[src/rtl/datagram_pkg.sv]
// Shared game datagram definitions: field sizes, scene codes, alien record
// layout, total datagram width and the CRC-8 step used by the transmitter.
package datagram_pkg;

  localparam int STATE_SIZE  = 3;
  localparam int LEVEL_SIZE  = 4;
  localparam int SCORE_SIZE  = 16;
  localparam int STRING_SIZE = 16;
  localparam int OBJ_LIMIT   = 4;

  localparam logic [STATE_SIZE-1:0] SCENE_TITLE      = 3'd0;
  localparam logic [STATE_SIZE-1:0] SCENE_INGAME     = 3'd1;
  localparam logic [STATE_SIZE-1:0] SCENE_SCOREBOARD = 3'd2;
  localparam logic [STATE_SIZE-1:0] SCENE_GAMEOVER   = 3'd3;

  // In-game body: level, score, then frame data (laser header + aliens)
  localparam int ALIEN_BITS       = 35;
  localparam int FRAME_HDR_BITS   = 7;
  localparam int FRAME_DATA_SIZE  = FRAME_HDR_BITS + ALIEN_BITS * OBJ_LIMIT;
  localparam int INGAME_BODY_SIZE = LEVEL_SIZE + SCORE_SIZE + FRAME_DATA_SIZE;

  // Scoreboard body: state, input_pos, player score/name, 5 record entries
  localparam int SCORE_ENTRIES        = 5;
  localparam int SCOREBOARD_DATA_SIZE = 1 + 2 + SCORE_SIZE + STRING_SIZE +
                                        SCORE_ENTRIES * (SCORE_SIZE + STRING_SIZE);

  localparam int BODY_SIZE = (INGAME_BODY_SIZE > SCOREBOARD_DATA_SIZE) ?
                             INGAME_BODY_SIZE : SCOREBOARD_DATA_SIZE;
  localparam int MESSAGE_SIZE = STATE_SIZE + BODY_SIZE;

  localparam logic [7:0] TX_PREAMBLE = 8'hA5;

  typedef struct packed {
    logic       active;
    logic [1:0] type_id;
    logic [1:0] frame_num;
    logic [3:0] r;
    logic [1:0] quadrant;
    logic [9:0] x_pos;
    logic [9:0] y_pos;
    logic [1:0] deriv_left;
    logic [1:0] deriv_right;
  } AlienData;

  // Alien record as the display side unpacks it: active in the LSB,
  // deriv_right in the MSBs.
  function automatic logic [ALIEN_BITS-1:0] alien_bits(input AlienData a);
    return {a.deriv_right, a.deriv_left, a.y_pos, a.x_pos,
            a.quadrant, a.r, a.frame_num, a.type_id, a.active};
  endfunction

  // One bit of CRC-8, polynomial 0x07
  function automatic logic [7:0] crc8_step(input logic [7:0] crc, input logic din);
    logic fb;
    fb = crc[7] ^ din;
    return {crc[6:0], 1'b0} ^ (fb ? 8'h07 : 8'h00);
  endfunction

endpackage

[src/rtl/datagram_tx_if.sv]
// Field and status bundle between the game logic and the datagram transmitter.
interface datagram_tx_if;
  import datagram_pkg::*;

  logic                           send_req;
  logic [STATE_SIZE-1:0]          core_state;
  logic [LEVEL_SIZE-1:0]          level;
  logic [SCORE_SIZE-1:0]          score;
  logic                           laser_active;
  logic [3:0]                     laser_r;
  logic [1:0]                     laser_quadrant;
  AlienData                       obj_data [0:OBJ_LIMIT-1];
  logic                           scoreboard_state;
  logic [1:0]                     input_pos;
  logic [SCORE_SIZE-1:0]          player_score;
  logic [STRING_SIZE-1:0]         player_name;
  logic [SCORE_SIZE*5-1:0]        score_rec;
  logic [STRING_SIZE*5-1:0]       name_rec;
  logic                           tx_line;
  logic                           busy;
  logic                           frame_done;
  logic                           overrun;

  modport master (
    output send_req, core_state, level, score, laser_active, laser_r,
           laser_quadrant, obj_data, scoreboard_state, input_pos,
           player_score, player_name, score_rec, name_rec,
    input  tx_line, busy, frame_done, overrun
  );

  modport slave (
    input  send_req, core_state, level, score, laser_active, laser_r,
           laser_quadrant, obj_data, scoreboard_state, input_pos,
           player_score, player_name, score_rec, name_rec,
    output tx_line, busy, frame_done, overrun
  );
endinterface

[src/rtl/datagram_packer.sv]
// Combinational mapping of game fields into the datagram bit layout
// consumed by the quadrant display boards. Datagram = {body, core_state}.
module datagram_packer
  import datagram_pkg::*;
(
  input  logic [STATE_SIZE-1:0]     core_state,
  input  logic [LEVEL_SIZE-1:0]     level,
  input  logic [SCORE_SIZE-1:0]     score,
  input  logic                      laser_active,
  input  logic [3:0]                laser_r,
  input  logic [1:0]                laser_quadrant,
  input  AlienData                  obj_data [0:OBJ_LIMIT-1],
  input  logic                      scoreboard_state,
  input  logic [1:0]                input_pos,
  input  logic [SCORE_SIZE-1:0]     player_score,
  input  logic [STRING_SIZE-1:0]    player_name,
  input  logic [SCORE_SIZE*5-1:0]   score_rec,
  input  logic [STRING_SIZE*5-1:0]  name_rec,
  output logic [MESSAGE_SIZE-1:0]   datagram
);

  localparam int FRAME_BASE = LEVEL_SIZE + SCORE_SIZE;
  localparam int OBJ_BASE   = FRAME_BASE + FRAME_HDR_BITS;
  localparam int SB_PSCORE  = 3;
  localparam int SB_PNAME   = SB_PSCORE + SCORE_SIZE;
  localparam int SB_REC     = SB_PNAME + STRING_SIZE;
  localparam int SB_ENTRY   = SCORE_SIZE + STRING_SIZE;

  logic [BODY_SIZE-1:0] ingame_body;
  logic [BODY_SIZE-1:0] sb_body;

  // In-game body: level, score, laser header, then one record per alien
  always_comb begin
    ingame_body = '0;
    ingame_body[LEVEL_SIZE-1:0]            = level;
    ingame_body[LEVEL_SIZE +: SCORE_SIZE]  = score;
    ingame_body[FRAME_BASE]                = laser_active;
    ingame_body[FRAME_BASE+1 +: 4]         = laser_r;
    ingame_body[FRAME_BASE+5 +: 2]         = laser_quadrant;
    for (int unsigned k = 0; k < OBJ_LIMIT; k++) begin
      ingame_body[OBJ_BASE + k*ALIEN_BITS +: ALIEN_BITS] = alien_bits(obj_data[k]);
    end
  end

  // Scoreboard body: cursor state, player entry, then score/name pairs 0..4
  always_comb begin
    sb_body = '0;
    sb_body[0]                          = scoreboard_state;
    sb_body[1 +: 2]                     = input_pos;
    sb_body[SB_PSCORE +: SCORE_SIZE]    = player_score;
    sb_body[SB_PNAME +: STRING_SIZE]    = player_name;
    for (int unsigned k = 0; k < SCORE_ENTRIES; k++) begin
      sb_body[SB_REC + k*SB_ENTRY +: SCORE_SIZE] =
        score_rec[k*SCORE_SIZE +: SCORE_SIZE];
      sb_body[SB_REC + k*SB_ENTRY + SCORE_SIZE +: STRING_SIZE] =
        name_rec[k*STRING_SIZE +: STRING_SIZE];
    end
  end

  // Scene code selects which body travels with it
  always_comb begin
    datagram = {(core_state == SCENE_SCOREBOARD) ? sb_body : ingame_body, core_state};
  end

endmodule

[src/rtl/datagram_tx.sv]
// Serial datagram transmitter: snapshots the packed datagram when a frame
// starts and sends preamble (LSB first), payload (LSB first), optional CRC-8
// (MSB first) and an idle-high gap on one line.
// Optional feature macro: DATAGRAM_CRC_EN inserts the CRC after the payload.
module datagram_tx
  import datagram_pkg::*;
#(
  parameter int         CLKS_PER_BIT = 4,
  parameter int         GAP_BITS     = 16,
  parameter logic [7:0] PREAMBLE     = TX_PREAMBLE
) (
  input  logic          clk,
  input  logic          rst,
  datagram_tx_if.slave  bus
);

  localparam int BAUD_W  = (CLKS_PER_BIT > 2) ? $clog2(CLKS_PER_BIT) : 1;
  localparam int BIT_MAX = (MESSAGE_SIZE > GAP_BITS) ? MESSAGE_SIZE : GAP_BITS;
  localparam int BIT_W   = $clog2(BIT_MAX + 1);

  typedef enum logic [2:0] {
    S_IDLE,
    S_PREAMBLE,
    S_PAYLOAD,
`ifdef DATAGRAM_CRC_EN
    S_CRC,
`endif
    S_GAP
  } state_t;

  state_t                  state;
  logic [BAUD_W-1:0]       baud_cnt;
  logic [BIT_W-1:0]        bit_cnt;
  logic [MESSAGE_SIZE-1:0] shreg;
  logic [7:0]              pre_sh;
  logic                    pending;
  logic [MESSAGE_SIZE-1:0] packed_dg;
  logic                    baud_end;
  logic                    last_gap;
  logic                    start;
`ifdef DATAGRAM_CRC_EN
  logic [7:0]              crc;
  logic [7:0]              crc_next;
`endif

  datagram_packer u_packer (
    .core_state       (bus.core_state),
    .level            (bus.level),
    .score            (bus.score),
    .laser_active     (bus.laser_active),
    .laser_r          (bus.laser_r),
    .laser_quadrant   (bus.laser_quadrant),
    .obj_data         (bus.obj_data),
    .scoreboard_state (bus.scoreboard_state),
    .input_pos        (bus.input_pos),
    .player_score     (bus.player_score),
    .player_name      (bus.player_name),
    .score_rec        (bus.score_rec),
    .name_rec         (bus.name_rec),
    .datagram         (packed_dg)
  );

  // Bit timing and frame-start decode
  always_comb begin
    baud_end = (baud_cnt == BAUD_W'(CLKS_PER_BIT - 1));
    last_gap = (state == S_GAP) && baud_end && (bit_cnt == BIT_W'(GAP_BITS - 1));
    start    = ((state == S_IDLE) || last_gap) && (bus.send_req || pending);
  end

`ifdef DATAGRAM_CRC_EN
  // CRC value after absorbing the payload bit currently on the line
  always_comb begin
    crc_next = crc8_step(crc, shreg[0]);
  end
`endif

  // Frame sequencer with registered line, busy, done and overrun outputs
  always_ff @(posedge clk or posedge rst) begin
    if (rst) begin
      state          <= S_IDLE;
      baud_cnt       <= '0;
      bit_cnt        <= '0;
      shreg          <= '0;
      pre_sh         <= '0;
      pending        <= 1'b0;
`ifdef DATAGRAM_CRC_EN
      crc            <= '0;
`endif
      bus.tx_line    <= 1'b1;
      bus.busy       <= 1'b0;
      bus.frame_done <= 1'b0;
      bus.overrun    <= 1'b0;
    end else begin
      bus.frame_done <= 1'b0;

      if (state != S_IDLE) begin
        baud_cnt <= baud_end ? '0 : baud_cnt + 1'b1;
      end

      if ((state != S_IDLE) && !last_gap && bus.send_req) begin
        if (pending) bus.overrun <= 1'b1;
        else         pending     <= 1'b1;
      end

      case (state)
        S_PREAMBLE: if (baud_end) begin
          if (bit_cnt == BIT_W'(7)) begin
            state       <= S_PAYLOAD;
            bit_cnt     <= '0;
            bus.tx_line <= shreg[0];
          end else begin
            bit_cnt     <= bit_cnt + 1'b1;
            bus.tx_line <= pre_sh[1];
            pre_sh      <= pre_sh >> 1;
          end
        end

        S_PAYLOAD: if (baud_end) begin
          shreg <= shreg >> 1;
`ifdef DATAGRAM_CRC_EN
          crc   <= crc_next;
`endif
          if (bit_cnt == BIT_W'(MESSAGE_SIZE - 1)) begin
            bit_cnt <= '0;
`ifdef DATAGRAM_CRC_EN
            state       <= S_CRC;
            bus.tx_line <= crc_next[7];
`else
            state       <= S_GAP;
            bus.tx_line <= 1'b1;
`endif
          end else begin
            bit_cnt     <= bit_cnt + 1'b1;
            bus.tx_line <= shreg[1];
          end
        end

`ifdef DATAGRAM_CRC_EN
        S_CRC: if (baud_end) begin
          crc <= crc << 1;
          if (bit_cnt == BIT_W'(7)) begin
            state       <= S_GAP;
            bit_cnt     <= '0;
            bus.tx_line <= 1'b1;
          end else begin
            bit_cnt     <= bit_cnt + 1'b1;
            bus.tx_line <= crc[6];
          end
        end
`endif

        S_GAP: if (baud_end) begin
          if (bit_cnt == BIT_W'(GAP_BITS - 1)) begin
            bus.frame_done <= 1'b1;
            state          <= S_IDLE;
            bus.busy       <= 1'b0;
            bit_cnt        <= '0;
          end else begin
            bit_cnt <= bit_cnt + 1'b1;
          end
        end

        default: ;
      endcase

      // A start overrides the gap-end return to IDLE so a pending frame
      // follows back to back; a request landing on the last gap cycle while
      // another is already pending stays queued for the frame after.
      if (start) begin
        state       <= S_PREAMBLE;
        baud_cnt    <= '0;
        bit_cnt     <= '0;
        shreg       <= packed_dg;
        pre_sh      <= PREAMBLE;
        pending     <= last_gap && pending && bus.send_req;
`ifdef DATAGRAM_CRC_EN
        crc         <= '0;
`endif
        bus.busy    <= 1'b1;
        bus.tx_line <= PREAMBLE[0];
      end
    end
  end

endmodule
[src/flat_wrapper.sv]
// flat-port wrapper written by rule: the top's interface ports become plain ports
module datagram_tx_flat import datagram_pkg::*;
#(
  parameter int         CLKS_PER_BIT = 4,
  parameter int         GAP_BITS     = 16,
  parameter logic [7:0] PREAMBLE     = TX_PREAMBLE
)
  (clk, rst, bus_send_req, bus_core_state, bus_level, bus_score, bus_laser_active, bus_laser_r, bus_laser_quadrant, bus_obj_data, bus_scoreboard_state, bus_input_pos, bus_player_score, bus_player_name, bus_score_rec, bus_name_rec, bus_tx_line, bus_busy, bus_frame_done, bus_overrun);
  datagram_tx_if bus_i ();
  input  logic clk;
  input  logic rst;
  input wire logic [$bits(bus_i.send_req)-1:0] bus_send_req;
  input wire logic [$bits(bus_i.core_state)-1:0] bus_core_state;
  input wire logic [$bits(bus_i.level)-1:0] bus_level;
  input wire logic [$bits(bus_i.score)-1:0] bus_score;
  input wire logic [$bits(bus_i.laser_active)-1:0] bus_laser_active;
  input wire logic [$bits(bus_i.laser_r)-1:0] bus_laser_r;
  input wire logic [$bits(bus_i.laser_quadrant)-1:0] bus_laser_quadrant;
  input wire logic [$bits(bus_i.obj_data)-1:0] bus_obj_data;
  input wire logic [$bits(bus_i.scoreboard_state)-1:0] bus_scoreboard_state;
  input wire logic [$bits(bus_i.input_pos)-1:0] bus_input_pos;
  input wire logic [$bits(bus_i.player_score)-1:0] bus_player_score;
  input wire logic [$bits(bus_i.player_name)-1:0] bus_player_name;
  input wire logic [$bits(bus_i.score_rec)-1:0] bus_score_rec;
  input wire logic [$bits(bus_i.name_rec)-1:0] bus_name_rec;
  output wire logic [$bits(bus_i.tx_line)-1:0] bus_tx_line;
  output wire logic [$bits(bus_i.busy)-1:0] bus_busy;
  output wire logic [$bits(bus_i.frame_done)-1:0] bus_frame_done;
  output wire logic [$bits(bus_i.overrun)-1:0] bus_overrun;
  assign bus_i.send_req = bus_send_req;
  assign bus_i.core_state = bus_core_state;
  assign bus_i.level = bus_level;
  assign bus_i.score = bus_score;
  assign bus_i.laser_active = bus_laser_active;
  assign bus_i.laser_r = bus_laser_r;
  assign bus_i.laser_quadrant = bus_laser_quadrant;
  assign bus_i.obj_data = {>>{bus_obj_data}};
  assign bus_i.scoreboard_state = bus_scoreboard_state;
  assign bus_i.input_pos = bus_input_pos;
  assign bus_i.player_score = bus_player_score;
  assign bus_i.player_name = bus_player_name;
  assign bus_i.score_rec = bus_score_rec;
  assign bus_i.name_rec = bus_name_rec;
  assign bus_tx_line = bus_i.tx_line;
  assign bus_busy = bus_i.busy;
  assign bus_frame_done = bus_i.frame_done;
  assign bus_overrun = bus_i.overrun;
  datagram_tx #(.CLKS_PER_BIT(CLKS_PER_BIT), .GAP_BITS(GAP_BITS), .PREAMBLE(PREAMBLE)) u_core (.clk(clk), .rst(rst), .bus(bus_i));
endmodule
[config.mk]
export PLATFORM = sky130hd
export DESIGN_NAME = datagram_tx_flat
export DESIGN_NICKNAME = d
export VERILOG_FILES = /design/src/rtl/datagram_pkg.sv /design/src/rtl/datagram_tx_if.sv /design/src/rtl/datagram_packer.sv /design/src/rtl/datagram_tx.sv /design/src/flat_wrapper.sv
export SDC_FILE = /design/constraint.sdc
export NUM_CORES = 1
export LEC_CHECK = 0
export ABC_CLOCK_PERIOD_IN_PS = 10000
export BUFFER_PORTS_ARGS = -buffer_cell sky130_fd_sc_hd__buf_2
export CAP_MARGIN = 5
export CELL_PAD_IN_SITES_DETAIL_PLACEMENT = 1
export CELL_PAD_IN_SITES_GLOBAL_PLACEMENT = 2
export CORE_ASPECT_RATIO = 1.2
export CORE_MARGIN = 2
export CORE_UTILIZATION = 30
export CTS_BUF_LIST = sky130_fd_sc_hd__clkbuf_4 sky130_fd_sc_hd__clkbuf_8 sky130_fd_sc_hd__clkbuf_16
export CTS_CLUSTER_DIAMETER = 60
export DETAILED_ROUTE_END_ITERATION = 6
export PLACE_DENSITY = 0.86
export SYNTH_ARGS = -nofsm -noshare
export SYNTH_HDL_FRONTEND = slang
export SYNTH_HIERARCHICAL = 1
export SYNTH_SLANG_ARGS = --single-unit
export TNS_END_PERCENT = 1
[constraint.sdc]
create_clock -name clk -period 10 [get_ports clk]
set_input_delay 2 -clock clk [delete_from_list [all_inputs] [get_ports clk]]
set_output_delay 2 -clock clk [all_outputs]
set_load 0.005 [all_outputs]
# Word level (Yosys, flattened, before mapping)
# Cells that the tools add are included.
[totals] register_bits=224 in_bits=368 word_cells=97
[classes] addsub=2 eq_ne=15 muxes=42 reduce_logical=28
[ops] op="198-bit two-way mux" n=3
[ops] op="195-bit two-way mux" n=1
[ops] op="8-bit two-way mux" n=11
[ops] op="8-bit case mux with 3 select lines" n=1
[ops] op="3-bit two-way mux" n=7
[ops] op="3-bit by 1-bit != test with 1-bit output (second input constant)" n=5
[ops] op="1-bit two-way mux" n=14
[ops] op="2-bit nonzero test" n=7
[ops] op="3-bit by 2-bit equality test with 1-bit output (second input constant)" n=3
[ops] op="3-bit case mux with 3 select lines" n=1
[ops] op="3-bit AND reduction" n=3
[ops] op="8-bit by 1-bit adder with 8-bit output (second input constant)" n=1
[ops] op="8-bit by 3-bit equality test with 1-bit output (second input constant)" n=1
[ops] op="8-bit by 4-bit equality test with 1-bit output (second input constant)" n=1
[ops] op="8-bit equality test (second input constant)" n=1
[ops] op="1-bit logical AND" n=7
[ops] op="7-bit AND reduction" n=1
[ops] op="2-bit two-way mux" n=3
[ops] op="3-bit nonzero test" n=2
[ops] op="2-bit AND reduction" n=2
[ops] op="4-bit AND reduction" n=1
[ops] op="4-bit nonzero test" n=1
[ops] op="3-bit by 1-bit equality test with 1-bit output (second input constant)" n=1
[ops] op="3-bit zero test" n=1
[ops] op="7 further kinds" n=8

# Longest topological paths before layout
# Gate-level depths: netlist of the first run.
[logic_depth] word_depth=8 mapped_depth=10 ltp_nobuf=7

# Modules after synthesis
# Netlist of the first run, hierarchy kept.
[by_module_without_submodules] module="datagram_tx" n_inst=1 cells_each=1207 area_each_um2=10083.4
[by_module_without_submodules] module="datagram_packer" n_inst=1 cells_each=220 area_each_um2=2267.2

# Worst setup path before layout of the first run
# OpenSTA, ideal clock, no wires.
[synth_path] path_type="in2reg" startpoint="input port bus_send_req" endpoint="register u_core.shreg[100]" arrival_ns=3.338 slack_ns=6.532 cell_stages=7 n_path_buf=3 path_cell_list="nor2_1 -> o41ai_4 -> a21o_1 -> buf_2 -> clkbuf_1 -> buf_2 -> a31oi_1"
[synth_via] elab_chain_cells=4
[synth_rtl] element="start, declared" line_no="flat_wrapper.sv:12" text="input wire logic [$bits(bus_i.send_req)-1:0] bus_send_req;"
[synth_rtl] element="1-bit logical OR (*)" line_no="datagram_tx.sv:67" text="start = ((state == S_IDLE) || last_gap) && (bus.send_req || pending);"
[synth_rtl] element="1-bit logical AND (*)" line_no="datagram_tx.sv:67"
[synth_rtl] element="2-bit nonzero test (no source line)"
[synth_rtl] element="2-bit AND reduction (no source line)"
[synth_rtl] element="end signal, assigned" line_no="datagram_tx.sv:119" text="shreg <= shreg >> 1;"
[synth_rtl] element="end signal, assigned" line_no="datagram_tx.sv:173" text="shreg <= packed_dg;"
[synth_rtl] element="end, declared" line_no="datagram_tx.sv:34" text="logic [MESSAGE_SIZE-1:0] shreg;"
# Every way passes the cells marked *; elsewhere a longest branch is shown, timed or not.
# A chain may end at the register's enable or synchronous reset.

# Final worst setup path of the first run
[layout_path] startpoint="input port bus_send_req" endpoint="register u_core.shreg[77]"
# The elaborated chain is that of the path after synthesis.

==> qor_table.md, run 1 <==
| Group | Item | Value |
| --- | --- | --- |
| outcome | Outcome | complete, no violations |
| sta | Max-slew headroom | 30.4% |
| sta | Setup repair after global routing missed its margin | false |
| clock tree | Cts-stage hold buffer count | 0 |
| yosys | Number of warnings reported in the yosys synthesis log | 6 |
| clock tree | Number of gates given a new drive strength after cts | 0 |
| power | Max VDD drop | 0.209 mV |
| sta | Timing-limited maximum frequency | 0.207 GHz |
| drt | Number of violations reported at the end of detailed-routing iteration 0 | 526 |
| sta | Skew final | 0.0156 ns |
| clock tree | Register clock-pin slew on the reported worst setup and hold paths | 0.06 ns |
| final layout | Finished layout cell area | 0.0153 sq mm |
| worst setup path | Worst path arrival time | 5.27 ns |
| worst setup path | Peak per-stage delay on the critical path | 0.87 ns |
| clock tree | Clock sink count | 222 |
| sta | Tightest Pin Transition | 1.04 ns |
| drt | Number of vias in the routed layout | 11,000 |
| worst setup path | Critical path's most frequent cell | sky130_fd_sc_hd__nor2_1 |
| floorplan | Total core area | 0.0407 sq mm |
| job | Reported max-cap violation count | 0 |
| floorplan | Area of the die | 0.0428 sq mm |
| final layout | Fillers | 4,954 |
| clock tree | Clock tree from TritonCTS | yes |
| drt | Average detailed-routed wire length per instance | 15.5 um |
| worst setup path | CP startpoint kind | input port |
| placement | HPWL reported at the end of detailed placement | 24,700 um |
| final layout | Final Net Count | 2,099 |
| sta | Number of failing hold endpoints at the final stage | 0 |
| floorplan | Die X-Extent | 189 um |
| final layout | Post-synthesis to final-layout area growth | 24.1% |
| yosys | Mapped Cells | 1,427 |
| worst setup path | Crit-path max FO | 208 |
| yosys | Synth Net Count | 1,802 |
| worst setup path | Highest-delay cell along the critical path | sky130_fd_sc_hd__buf_4 |
| clock tree | CTS Buf Count | 26 |
| min path | Hold WC Path Type | reg2reg |
| sta | Final period utilization | 48.2% |
| worst setup path | Setup slack of the worst register-to-register path | 5.76 ns |
| grt | Antenna violations before repair | 1 |
| sta | Max Slew Vio Count | 0 |
| floorplan | Number of I/O pins | 372 |
| floorplan | Initial Util | 30.3% |
| floorplan | Standard-cell row count | 81 |
| floorplan | Die extent in y | 226 um |
| grt | Global-route wire length before repair | 58,000 um |
| clock tree | Root Buffer Master | sky130_fd_sc_hd__clkbuf_16 |
| grt | Vias in the first global route | 11,700 |
| final layout | Storage cell area | 0.00556 sq mm |
| grt | Largest net degree at the start of global routing | 215 |
| yosys | Number of library cell types mapped by synthesis | 41 |
| final layout | Post-Route Utilization | 37.6% |
| yosys | Share of flip-flops with an asynchronous set or reset | 100% |
| yosys | Portion of the post-synthesis area used by sequential elements | 45.0% |
| sta | Number of endpoints failing setup at the final stage | 0 |
| clock tree | Buffer levels on the longest clock path | 3 |
| yosys | Number of synthesized flops with an enable pin | 0 |
| sta | Total negative setup slack | 0 ns |
| worst setup path | Setup crit end kind | register |
| placement | Final RePlAce weighted congestion | 0.765 |
| power | Leakage power of the design | 0.00707 uW |
| sta | Shortest period the worst path allows | 4.82 ns |
| clock tree | Clock latency at the later pin of the worst-skew pair | 0.53 ns |
| grt | GRT overflow | 0 |
| placement | Post-DP Area | 0.0144 sq mm |
| grt | Overall global routing resource usage | 16.2% |
| drt | Via density per instance | 4.82 |
| worst setup path | Type of the worst setup path | in2reg |
| worst setup path | Chain of cells forming the critical path | buf_2 > nor2_1 > o41ai_4 > buf_12 > a21o_4 > buf_4 > nor2_1 > a31oi_1 |
| yosys | Avg Inst Size Synth | 8.65 sq um |
| clock tree | Maximum level of the CTS H-tree | 1 |
| clock tree | Post-CTS Setup Inserts | 0 |
| drt | Post-Route WL | 35,500 um |
| final layout | Area of the multi-input gates | 0.00620 sq mm |
| placement | Port-buffer cells | 371 |
| drt | Number of antenna-violating nets in the routed design | 0 |
| final layout | Most frequent cells in the layout | sky130_fd_sc_hd__nand2_1 (412), sky130_fd_sc_hd__buf_2 (371), sky130_fd_sc_hd__dfrtp_1 (221) |
| sta | Worst hold slack across all endpoints | 0.467 ns |
| yosys | Top_reg_cell synth | sky130_fd_sc_hd__dfrtp_1 |
| final layout | Fraction of layout cells with a size suffix above 1 | 28.1% |
| yosys | Mapped Area | 0.0124 sq mm |
| power | Pwr per Cell Area | 275 mW/mm^2 |
| final layout | Number of inserted diodes | 0 |
| final layout | Most frequent standard cell in the layout excluding fill and tap cells | sky130_fd_sc_hd__nand2_1 |
| yosys | Number of register bits inferred by synthesis | 222 |
| worst setup path | Required arrival time at the worst endpoint | 10.45 ns |
| drt | Post-route DRC | 0 |
| drt | Detailed Routing Iterations Pass 1 | 4 |
[flip-flops by register name (all words and copies together) (netlist names)]
| name | count |
|---|---|
| u_core/pre_sh | 7 |
| u_core/bus.busy | 1 |
| u_core/bus.tx_line | 1 |
| u_core/state | 2 |
| u_core/pending | 1 |
| u_core/bus.frame_done | 1 |
| u_core/bus.overrun | 1 |
| u_core/shreg | 198 |
| u_core/baud_cnt | 2 |
| u_core/bit_cnt | 8 |
[per-stage QoR]
stage	worst slack [ns]	cells	total power [uW]
6_report	5.18	2282	4210
3_3_place_gp	4.71	2235	3180
5_1_grt	4.83	2282	4620
3_5_place_dp	4.56	2235	3280
2_1_floorplan	1.92	1427	2850
4_1_cts	5.14	2282	4290
[routing by layer]
layer | vias to the layer above | track usage (%) | wire (um)
met2 | 272 | 29.8 | 17600
met1 | 5260 | 20.0 | 15400
met4 | 0 | 3.15 | 473
met5 | - | 0 | 0
met3 | 34 | 2.72 | 1970
li1 | 5438 | - | -
[worst paths after layout]
path / start / cells past startpoint / to
worst min-delay path: u_core/bus.overrun$_DFFE_PP0P_ / 1 / u_core/bus.overrun$_DFFE_PP0P_
worst min register to register: u_core/bus.overrun$_DFFE_PP0P_ / 1 / u_core/bus.overrun$_DFFE_PP0P_
worst max-delay path: bus_send_req / 8 / u_core/shreg[77]$_DFFE_PP0P_
max in group asynchronous: rst / 4 / u_core/shreg[137]$_DFFE_PP0P_
worst max register to register: u_core/bit_cnt[5]$_DFFE_PP0P_ / 7 / u_core/shreg[77]$_DFFE_PP0P_
min in group asynchronous: rst / 2 / u_core/shreg[181]$_DFFE_PP0P_
[worst max-delay path: cells and delay by family]
kind	cells	cell delay, ns
AOI/OAI and AO/OA	3	1.22
and+or+nand+nor	2	0.23
buffers and inverters	3	1.69
[kinds of logic after synthesis]
kind of cell	after synthesis	share of synthesized area, %
and+or+nand+nor	672	21.4
AOI/OAI and AO/OA	229	11.9
DFF	222	45.0
muxes	176	16.0
buffers and inverters	121	5.01
adders and majority gates	7	0.709
[synth_stat cells, types with 4 or more instances]
library cell / n / area [sq um]
sky130_fd_sc_hd__nand2_1: 412 / 1550
sky130_fd_sc_hd__clkbuf_1: 43 / 161
sky130_fd_sc_hd__dfrtp_1: 221 / 5530
sky130_fd_sc_hd__nand3_1: 10 / 50.1
sky130_fd_sc_hd__buf_6: 10 / 113
sky130_fd_sc_hd__nor2_1: 210 / 788
sky130_fd_sc_hd__buf_2: 48 / 240
sky130_fd_sc_hd__mux2_1: 121 / 1360
sky130_fd_sc_hd__ha_1: 7 / 87.6
sky130_fd_sc_hd__buf_4: 8 / 60.1
sky130_fd_sc_hd__inv_1: 6 / 22.5
sky130_fd_sc_hd__a31oi_1: 198 / 1240
sky130_fd_sc_hd__mux2_2: 47 / 529
sky130_fd_sc_hd__o31ai_1: 4 / 30.0
sky130_fd_sc_hd__buf_1: 5 / 18.8
sky130_fd_sc_hd__mux2i_1: 8 / 80.1
sky130_fd_sc_hd__and2_1: 28 / 175
sky130_fd_sc_hd__o21ai_0: 7 / 35.0
[where the power goes]
part	internal [uW]	switching (uW)
logic	621	1060
clock network	589	386
registers	1330	233
[layout make-up]
class                      instances  area share [%]
clock buffer                      40            5.33
sequential                       222            36.3
inverter                           7           0.220
timing repair buffer             383            12.9
tap                              539            4.40
clock inverter                     7           0.465
multi-input combinational       1084            40.5
(Power assumes the default switching activity.)
==> run 2: changes to the inputs <==
--- a/config.mk
+++ b/config.mk
@@ -5,18 +5,18 @@
 export SDC_FILE = /design/constraint.sdc
 export NUM_CORES = 1
 export LEC_CHECK = 0
-export ABC_CLOCK_PERIOD_IN_PS = 10000
+export ABC_CLOCK_PERIOD_IN_PS = 4000
 export BUFFER_PORTS_ARGS = -buffer_cell sky130_fd_sc_hd__buf_2
 export CAP_MARGIN = 5
 export CELL_PAD_IN_SITES_DETAIL_PLACEMENT = 1
 export CELL_PAD_IN_SITES_GLOBAL_PLACEMENT = 2
 export CORE_ASPECT_RATIO = 1.2
 export CORE_MARGIN = 2
-export CORE_UTILIZATION = 30
+export CORE_UTILIZATION = 27
 export CTS_BUF_LIST = sky130_fd_sc_hd__clkbuf_4 sky130_fd_sc_hd__clkbuf_8 sky130_fd_sc_hd__clkbuf_16
 export CTS_CLUSTER_DIAMETER = 60
 export DETAILED_ROUTE_END_ITERATION = 6
-export PLACE_DENSITY = 0.86
+export PLACE_DENSITY = 0.82
 export SYNTH_ARGS = -nofsm -noshare
 export SYNTH_HDL_FRONTEND = slang
 export SYNTH_HIERARCHICAL = 1
==> constraint.sdc (replaced) <==
create_clock -name clk -period 4 [get_ports clk]
set_input_delay 0.8 -clock clk [delete_from_list [all_inputs] [get_ports clk]]
set_output_delay 0.8 -clock clk [all_outputs]
set_load 0.005 [all_outputs]
==> qor_table.md, run 2 (synthesized netlist as in run 1, its figures left out) <==
| Group | Item | Value | Delta |
| --- | --- | --- | --- |
| sta | Worst hold slack across all endpoints | 0.465 ns | -0.00165 ns |
| drt | Post-route DRC | 0 | unchanged |
| floorplan | Area of the die | 0.0475 sq mm | +11% |
| sta | Number of endpoints failing setup at the final stage | 0 | unchanged |
| clock tree | Buffer levels on the longest clock path | 3 | unchanged |
| clock tree | Clock tree from TritonCTS | yes |  |
| final layout | Post-Route Utilization | 34.6% | -3.0 points |
| clock tree | Post-CTS Setup Inserts | 0 | unchanged |
| final layout | Top register by number of flip-flops | u_core/shreg |  |
| clock tree | Root Buffer Master | sky130_fd_sc_hd__clkbuf_16 |  |
| clock tree | Number of gates given a new drive strength after cts | 0 | unchanged |
| grt | Met3 GRT Util | 2.42% | -0.31 points |
| drt | Via density per instance | 4.69 | -2.8% |
| worst setup path | CP startpoint kind | register |  |
| clock tree | Clock latency at the later pin of the worst-skew pair | 0.54 ns | about the same |
| sta | Timing-limited maximum frequency | 0.339 GHz |  |
| grt | GRT Max-Usage Layer | met2 |  |
| sta | Skew final | 0.0114 ns | -0.00415 ns |
| final layout | Fraction of layout cells with a size suffix above 1 | 28.5% | +0.41 points |
| floorplan | Standard-cell row count | 85 | +4.9% |
| final layout | Most frequent standard cell in the layout excluding fill and tap cells | sky130_fd_sc_hd__nand2_1 |  |
| grt | Met2 global-route usage | 26.9% | -2.9 points |
| sta | Max-slew headroom | 31.2% | +0.87 points |
| placement | Port-buffer cells | 371 | unchanged |
| grt | Fraction of met1 tracks used by global routing | 17.9% | -2.0 points |
| clock tree | Maximum level of the CTS H-tree | 1 | unchanged |
| power | Max VDD drop | 0.293 mV | +40% |
| sta | Setup repair after global routing missed its margin | false |  |
| clock tree | Cts-stage hold buffer count | 0 | unchanged |
| worst setup path | Worst path arrival time | 3.40 ns | -1.87 ns |
| clock tree | Clock sink count | 222 | unchanged |
| floorplan | Number of I/O pins | 372 | unchanged |
| final layout | Number of inserted diodes | 0 | unchanged |
| drt | Number of antenna-violating nets in the routed design | 0 | unchanged |
| clock tree | CTS Buf Count | 27 | +3.8% |
| final layout | Number of flip-flops in the largest register | 198 | unchanged |
| floorplan | Die extent in y | 238 um | +5.3% |
| grt | Vias in the first global route | 11,700 | -0.17% |
| placement | HPWL reported at the end of detailed placement | 25,200 um | +1.8% |
| drt | Detailed Routing Iterations Pass 1 | 4 | unchanged |
| floorplan | Total core area | 0.0450 sq mm | +10% |
| worst setup path | Crit-path max FO | 96 | -54% |
| floorplan | Initial Util | 27.5% | -2.9 points |
| min path | Hold WC Path Type | reg2reg |  |
| sta | Tightest Pin Transition | 1.03 ns | -0.0152 ns |
| grt | Global-route wire length before repair | 57,600 um | -0.80% |
| sta | Shortest period the worst path allows | 2.95 ns |  |
| worst setup path | Required arrival time at the worst endpoint | 4.45 ns | -6.00 ns |
| final layout | Most frequent cells in the layout | sky130_fd_sc_hd__nand2_1 (412), sky130_fd_sc_hd__buf_2 (371), sky130_fd_sc_hd__dfrtp_1 (221) |  |
| outcome | Outcome | complete, no violations |  |
| worst setup path | Setup crit end kind | register |  |
| sta | Max Slew Vio Count | 0 | unchanged |
| job | Reported max-cap violation count | 0 | unchanged |
| placement | Final RePlAce weighted congestion | 0.738 | -3.6% |
| grt | Antenna violations before repair | 1 | unchanged |
| drt | Average detailed-routed wire length per instance | 14.9 um | -4.5% |
| power | Pwr per Cell Area | 677 mW/mm^2 | +150% |
| final layout | Largest registers in the final layout | u_core/shreg x198, u_core/bit_cnt x8, u_core/pre_sh x7 |  |
| clock tree | Register clock-pin slew on the reported worst setup and hold paths | 0.06 ns | about the same |
| final layout | Final Net Count | 2,109 | +0.48% |
| sta | Final period utilization | 73.7% |  |
| sta | Number of failing hold endpoints at the final stage | 0 | unchanged |
| drt | Post-Route WL | 35,100 um | -1.1% |
| sta | Total negative setup slack | 0 ns | unchanged |
| final layout | Post-synthesis to final-layout area growth | 26.1% |  |
| final layout | Fillers | 5,387 | +8.7% |
| drt | Number of violations reported at the end of detailed-routing iteration 0 | 329 | -37% |
| grt | Overall global routing resource usage | 14.7% | -1.5 points |
| worst setup path | Type of the worst setup path | reg2reg |  |
| floorplan | Die X-Extent | 199 um | +5.3% |
| drt | Number of vias in the routed layout | 11,100 | +0.59% |
| grt | GRT overflow | 0 | unchanged |
| grt | Largest net degree at the start of global routing | 114 | -47% |
| power | Leakage power of the design | 0.00714 uW | +1.0% |
[run 2: changes by cell type in the layout (fill, tap and decap cells not counted), sizes merged]
cell      before  now
buf          383  392
bufinv         1    0
clkbuf        40   39
clkinv         4    6
clkinvlp       0    2
inv            9    8
[run 2: stage by stage]
step                      setup slack, ns  cells  area, sq um  power, uW
after detailed placement            0.995   2314        14700       8300
after CTS                           0.985   2362        15600      10800
after global placement               1.04   2314        14700       8060
after floorplan                     0.305   1427        12400       7120
after global routing                0.765   2362        15600      11600
final                                1.05   2362        15600      10500
[run 2: power by group]
part	internal (uW)	leakage [uW]	total, uW	switching [uW]
registers	3320	0.00244	3890	570
clock network	1430	0.000446	2380	955
logic	1630	0.00426	4270	2630
[run 2: area by class of cell]
class | instances | area [sq um] | share of cell area [%]
Timing Repair Buffer | 392 | 2140 | 13.7
Multi-Input combinational cell | 1084 | 6200 | 39.8
Tap cell | 609 | 762 | 4.89
Clock inverter | 9 | 55.1 | 0.353
Inverter | 7 | 30.0 | 0.193
Sequential cell | 222 | 5560 | 35.7
Clock buffer | 39 | 828 | 5.32
[run 2: per-layer routing]
metal  part of all wire, %  vias up
li1                      -     5459
met2                    50      268
met3                   5.5       41
met1                    43     5299
met4                   1.5        2
met5                 0.037        -
[run 2: path summary, 6_finish.rpt]
path                                                start                             end  slack, ns  cells past startpoint
max reg2reg                 u_core/bit_cnt[5]$_DFFE_PP0P_   u_core/shreg[163]$_DFFE_PP0P_       1.05                      6
max                         u_core/bit_cnt[5]$_DFFE_PP0P_   u_core/shreg[163]$_DFFE_PP0P_       1.05                      6
max in group asynchronous                             rst  u_core/bus.tx_line$_DFFE_PP1P_       2.62                      3
min                        u_core/bus.overrun$_DFFE_PP0P_  u_core/bus.overrun$_DFFE_PP0P_       0.47                      1
min reg2reg                u_core/bus.overrun$_DFFE_PP0P_  u_core/bus.overrun$_DFFE_PP0P_       0.47                      1
min in group asynchronous                             rst   u_core/shreg[171]$_DFFE_PP0P_       0.50                      2
[run 2: critical path: stages (launching register included)]
cell and delay, ns:
sky130_fd_sc_hd__dfrtp_1 0.43, sky130_fd_sc_hd__or4_1 0.66, sky130_fd_sc_hd__o41ai_4 0.56, sky130_fd_sc_hd__a21o_4 0.49, sky130_fd_sc_hd__buf_12 0.40, sky130_fd_sc_hd__nor2_1 0.08
sky130_fd_sc_hd__a31oi_1 0.17
==> run 3: changes to the inputs <==
--- a/config.mk
+++ b/config.mk
@@ -5,7 +5,7 @@
 export SDC_FILE = /design/constraint.sdc
 export NUM_CORES = 1
 export LEC_CHECK = 0
-export ABC_CLOCK_PERIOD_IN_PS = 4000
+export ABC_CLOCK_PERIOD_IN_PS = 2400
 export BUFFER_PORTS_ARGS = -buffer_cell sky130_fd_sc_hd__buf_2
 export CAP_MARGIN = 5
 export CELL_PAD_IN_SITES_DETAIL_PLACEMENT = 1
==> constraint.sdc (replaced) <==
create_clock -name clk -period 2.4 [get_ports clk]
set_input_delay 0.48 -clock clk [delete_from_list [all_inputs] [get_ports clk]]
set_output_delay 0.48 -clock clk [all_outputs]
set_load 0.005 [all_outputs]
==> qor_table.md, run 3 (synthesized netlist as in run 1, its figures left out) <==
| Group | Item | Value | Delta |
| --- | --- | --- | --- |
| outcome | Outcome | complete, no violations |  |
| grt | Vias in the first global route | 12,000 | +2.4% |
| drt | Met1 routed wirelength after detailed routing | 15,700 um | +4.5% |
| worst setup path | Setup crit end kind | register |  |
| final layout | Finished layout cell area | 0.0162 sq mm | +4.0% |
| sta | Shortest period the worst path allows | 2.32 ns | -0.624 ns |
| power | Power spent charging and discharging nets | 7170 uW | +72% |
| clock tree | Register clock-pin slew on the reported worst setup and hold paths | 0.06 ns | about the same |
| floorplan | Total core area | 0.0450 sq mm | unchanged |
| clock tree | Root Buffer Master | sky130_fd_sc_hd__clkbuf_16 |  |
| worst setup path | CP startpoint kind | register |  |
| clock tree | Clock latency at the later pin of the worst-skew pair | 0.54 ns | about the same |
| clock tree | Clock tree from TritonCTS | yes |  |
| grt | Largest net degree at the start of global routing | 94 | -18% |
| placement | Post-DP Area | 0.0153 sq mm | +4.1% |
| worst setup path | Worst path arrival time | 2.74 ns | -0.66 ns |
| floorplan | Area of the die | 0.0475 sq mm | unchanged |
| job | Reported max-cap violation count | 0 | unchanged |
| power | Fraction of power consumed by sequential logic | 35.3% | -1.6 points |
| power | Sum of internal, switching and leakage power | 18,400 uW | +75% |
| power | Max VDD drop | 0.515 mV | +76% |
| final layout | Number of inserted diodes | 0 | unchanged |
| clock tree | Buffer levels on the longest clock path | 3 | unchanged |
| sta | Minimum setup slack in the final design | 0.0769 ns | -0.976 ns |
| worst setup path | Crit-path max FO | 93 | -3.1% |
| sta | Max-slew headroom | 67.4% | +36 points |
| final layout | Top register by number of flip-flops | u_core/shreg |  |
| final layout | Fraction of layout cells with a size suffix above 1 | 30.7% | +2.2 points |
| clock tree | Maximum level of the CTS H-tree | 1 | unchanged |
| sta | Skew final | 0.0159 ns | +0.00443 ns |
| power | Leakage power of the design | 0.00747 uW | +4.7% |
| placement | Port-buffer cells | 371 | unchanged |
| drt | Post-route DRC | 0 | unchanged |
| clock tree | Clock sink count | 222 | unchanged |
| min path | Hold WC Path Type | in2reg |  |
| grt | Global-route wire length before repair | 59,000 um | +2.6% |
| placement | Final RePlAce weighted congestion | 0.775 | +5.1% |
| worst setup path | Type of the worst setup path | reg2reg |  |
| final layout | Largest registers in the final layout | u_core/shreg x198, u_core/bit_cnt x8, u_core/pre_sh x7 |  |
| drt | Via density per instance | 4.67 | -0.24% |
| clock tree | CTS Buf Count | 27 | unchanged |
| sta | Final period utilization | 96.8% | +23 points |
| placement | Worst setup slack before clock tree synthesis | -0.0556 ns | -1.05 ns |
| sta | Number of failing hold endpoints at the final stage | 0 | unchanged |
| power | Clk network pwr share | 21.8% | -0.8 points |
| floorplan | Die X-Extent | 199 um | unchanged |
| sta | Tightest Pin Transition | 0.488 ns | -0.542 ns |
| power | Pwr per Cell Area | 1140 mW/mm^2 | +68% |
| sta | Max Slew Vio Count | 0 | unchanged |
| final layout | Post-synthesis to final-layout area growth | 31.1% |  |
| power | Internal power component | 11,200 uW | +76% |
| drt | Amount of wire on met2 after detailed routing | 18,500 um | +5.3% |
| final layout | Most frequent standard cell in the layout excluding fill and tap cells | sky130_fd_sc_hd__nand2_1 |  |
| floorplan | Initial Util | 27.5% | unchanged |
| final layout | Final Net Count | 2,161 | +2.5% |
| drt | Detailed Routing Iterations Pass 1 | 4 | unchanged |
| floorplan | Number of I/O pins | 372 | unchanged |
| power | Part of the total power dissipated in combinational logic | 42.9% | +2.4 points |
| grt | Overall global routing resource usage | 15.1% | +0.46 points |
| floorplan | Standard-cell row count | 85 | unchanged |
| drt | Average detailed-routed wire length per instance | 15.2 um | +2.5% |
| final layout | Most frequent cells in the layout | sky130_fd_sc_hd__nand2_1 (412), sky130_fd_sc_hd__buf_2 (371), sky130_fd_sc_hd__dfrtp_1 (221) |  |
| drt | Post-Route WL | 36,800 um | +4.8% |
| power | Switching Fraction | 38.9% | -0.53 points |
| grt | GRT overflow | 0 | unchanged |
| worst setup path | Required arrival time at the worst endpoint | 2.82 ns | -1.63 ns |
| drt | Met3 Routed Length | 1840 um | -4.5% |
| drt | Number of antenna-violating nets in the routed design | 0 | unchanged |
| final layout | Number of flip-flops in the largest register | 198 | unchanged |
| sta | Setup repair after global routing missed its margin | true |  |
| drt | Highest metal layer used by the detailed router | met5 |  |
| floorplan | Die extent in y | 238 um | unchanged |
| grt | Antenna violations before repair | 1 | unchanged |
| drt | Number of vias in the routed layout | 11,300 | +2.0% |
| placement | HPWL reported at the end of detailed placement | 27,300 um | +8.4% |
| sta | Number of endpoints failing setup at the final stage | 0 | unchanged |
| sta | Timing-limited maximum frequency | 0.430 GHz | +27% |
| drt | Number of violations reported at the end of detailed-routing iteration 0 | 343 | +4.3% |
==> run 3: cell types whose count changed in the layout (fill, tap and decap cells not counted), sizes merged <==
cell / delta
clkinv: -1
inv: +1
clkbuf: +2
buf: +51
clkinvlp: -1
dlygate4sd3: +1
==> run 3: worst max-delay path, stage by stage (launching register included) <==
cell	delay, ns
sky130_fd_sc_hd__dfrtp_1	0.37
sky130_fd_sc_hd__or4_4	0.56
sky130_fd_sc_hd__or3_1	0.47
sky130_fd_sc_hd__inv_2	0.11
sky130_fd_sc_hd__o22ai_4	0.09
sky130_fd_sc_hd__buf_12	0.20
sky130_fd_sc_hd__nand2_1	0.17
sky130_fd_sc_hd__a31oi_1	0.10
==> run 3: timing repair <==
| action | 4_1_cts | 5_1_grt |
|---|---|---|
| pin swaps | 1 | 0 |
| setup buffers | 0 | 0 |
| hold buffers | 1 | 0 |
| endpoints found under the hold margin | 3 | 0 |
| endpoints found under the setup margin | 128 | 156 |
| resized for setup | 0 | 4 |
==> run 3: layer usage <==
metal | vias to the layer above | GRT usage (%)
li1 | 5561 | -
met4 | 2 | 3.73
met1 | 5424 | 18.6
met5 | - | 0
met3 | 41 | 2.19
met2 | 262 | 27.6
==> run 3: power groups by stage <==
| stage | clock [uW] | sequential [uW] | combinational (uW) |
|---|---|---|---|
| global placement | 0 | 6480 | 7720 |
| CTS | 4170 | 6510 | 8070 |
| finish | 4020 | 6490 | 7890 |
| detailed placement | 0 | 6560 | 8040 |
| floorplan | 0 | 6250 | 5610 |
| global route | 4300 | 6740 | 9090 |
==> run 3: final timing paths <==
path                                                 from  slack [ns]                             end  depth (start not counted)
setup / recovery            u_core/bit_cnt[5]$_DFFE_PP0P_        0.08    u_core/shreg[92]$_DFFE_PP0P_                          7
hold / removal                          bus_core_state[1]        0.21     u_core/shreg[1]$_DFFE_PP0P_                          3
setup reg to reg            u_core/bit_cnt[5]$_DFFE_PP0P_        0.08    u_core/shreg[92]$_DFFE_PP0P_                          7
hold reg to reg            u_core/bus.overrun$_DFFE_PP0P_        0.49  u_core/bus.overrun$_DFFE_PP0P_                          1
max in group asynchronous                             rst        1.24    u_core/shreg[55]$_DFFE_PP0P_                          4
min in group asynchronous                             rst        0.42   u_core/shreg[180]$_DFFE_PP0P_                          3
==> run 3: per-stage QoR <==
step / cells / hold WS [ns] / TNS (ns) / util, %
3_5_place_dp: 2365 / 0.442 / -0.414 / 34.0
2_1_floorplan: 1427 / 0.446 / -220.25 / -
4_1_cts: 2415 / 0.179 / 0 / 36.0
6_report: 2415 / 0.208 / 0 / 36.0
5_1_grt: 2415 / 0.208 / -0.473 / 36.0
3_3_place_gp: 2365 / 0.441 / 0 / 34.0
==> run 3: layout make-up <==
type	count	area [sq um]
Timing Repair Buffer	444	2750
Multi-Input combinational cell	1084	6210
Tap cell	609	762
Sequential cell	222	5560
Clock buffer	41	831
Inverter	7	30.0
Fill cell	5425	28800
Clock inverter	8	51.3
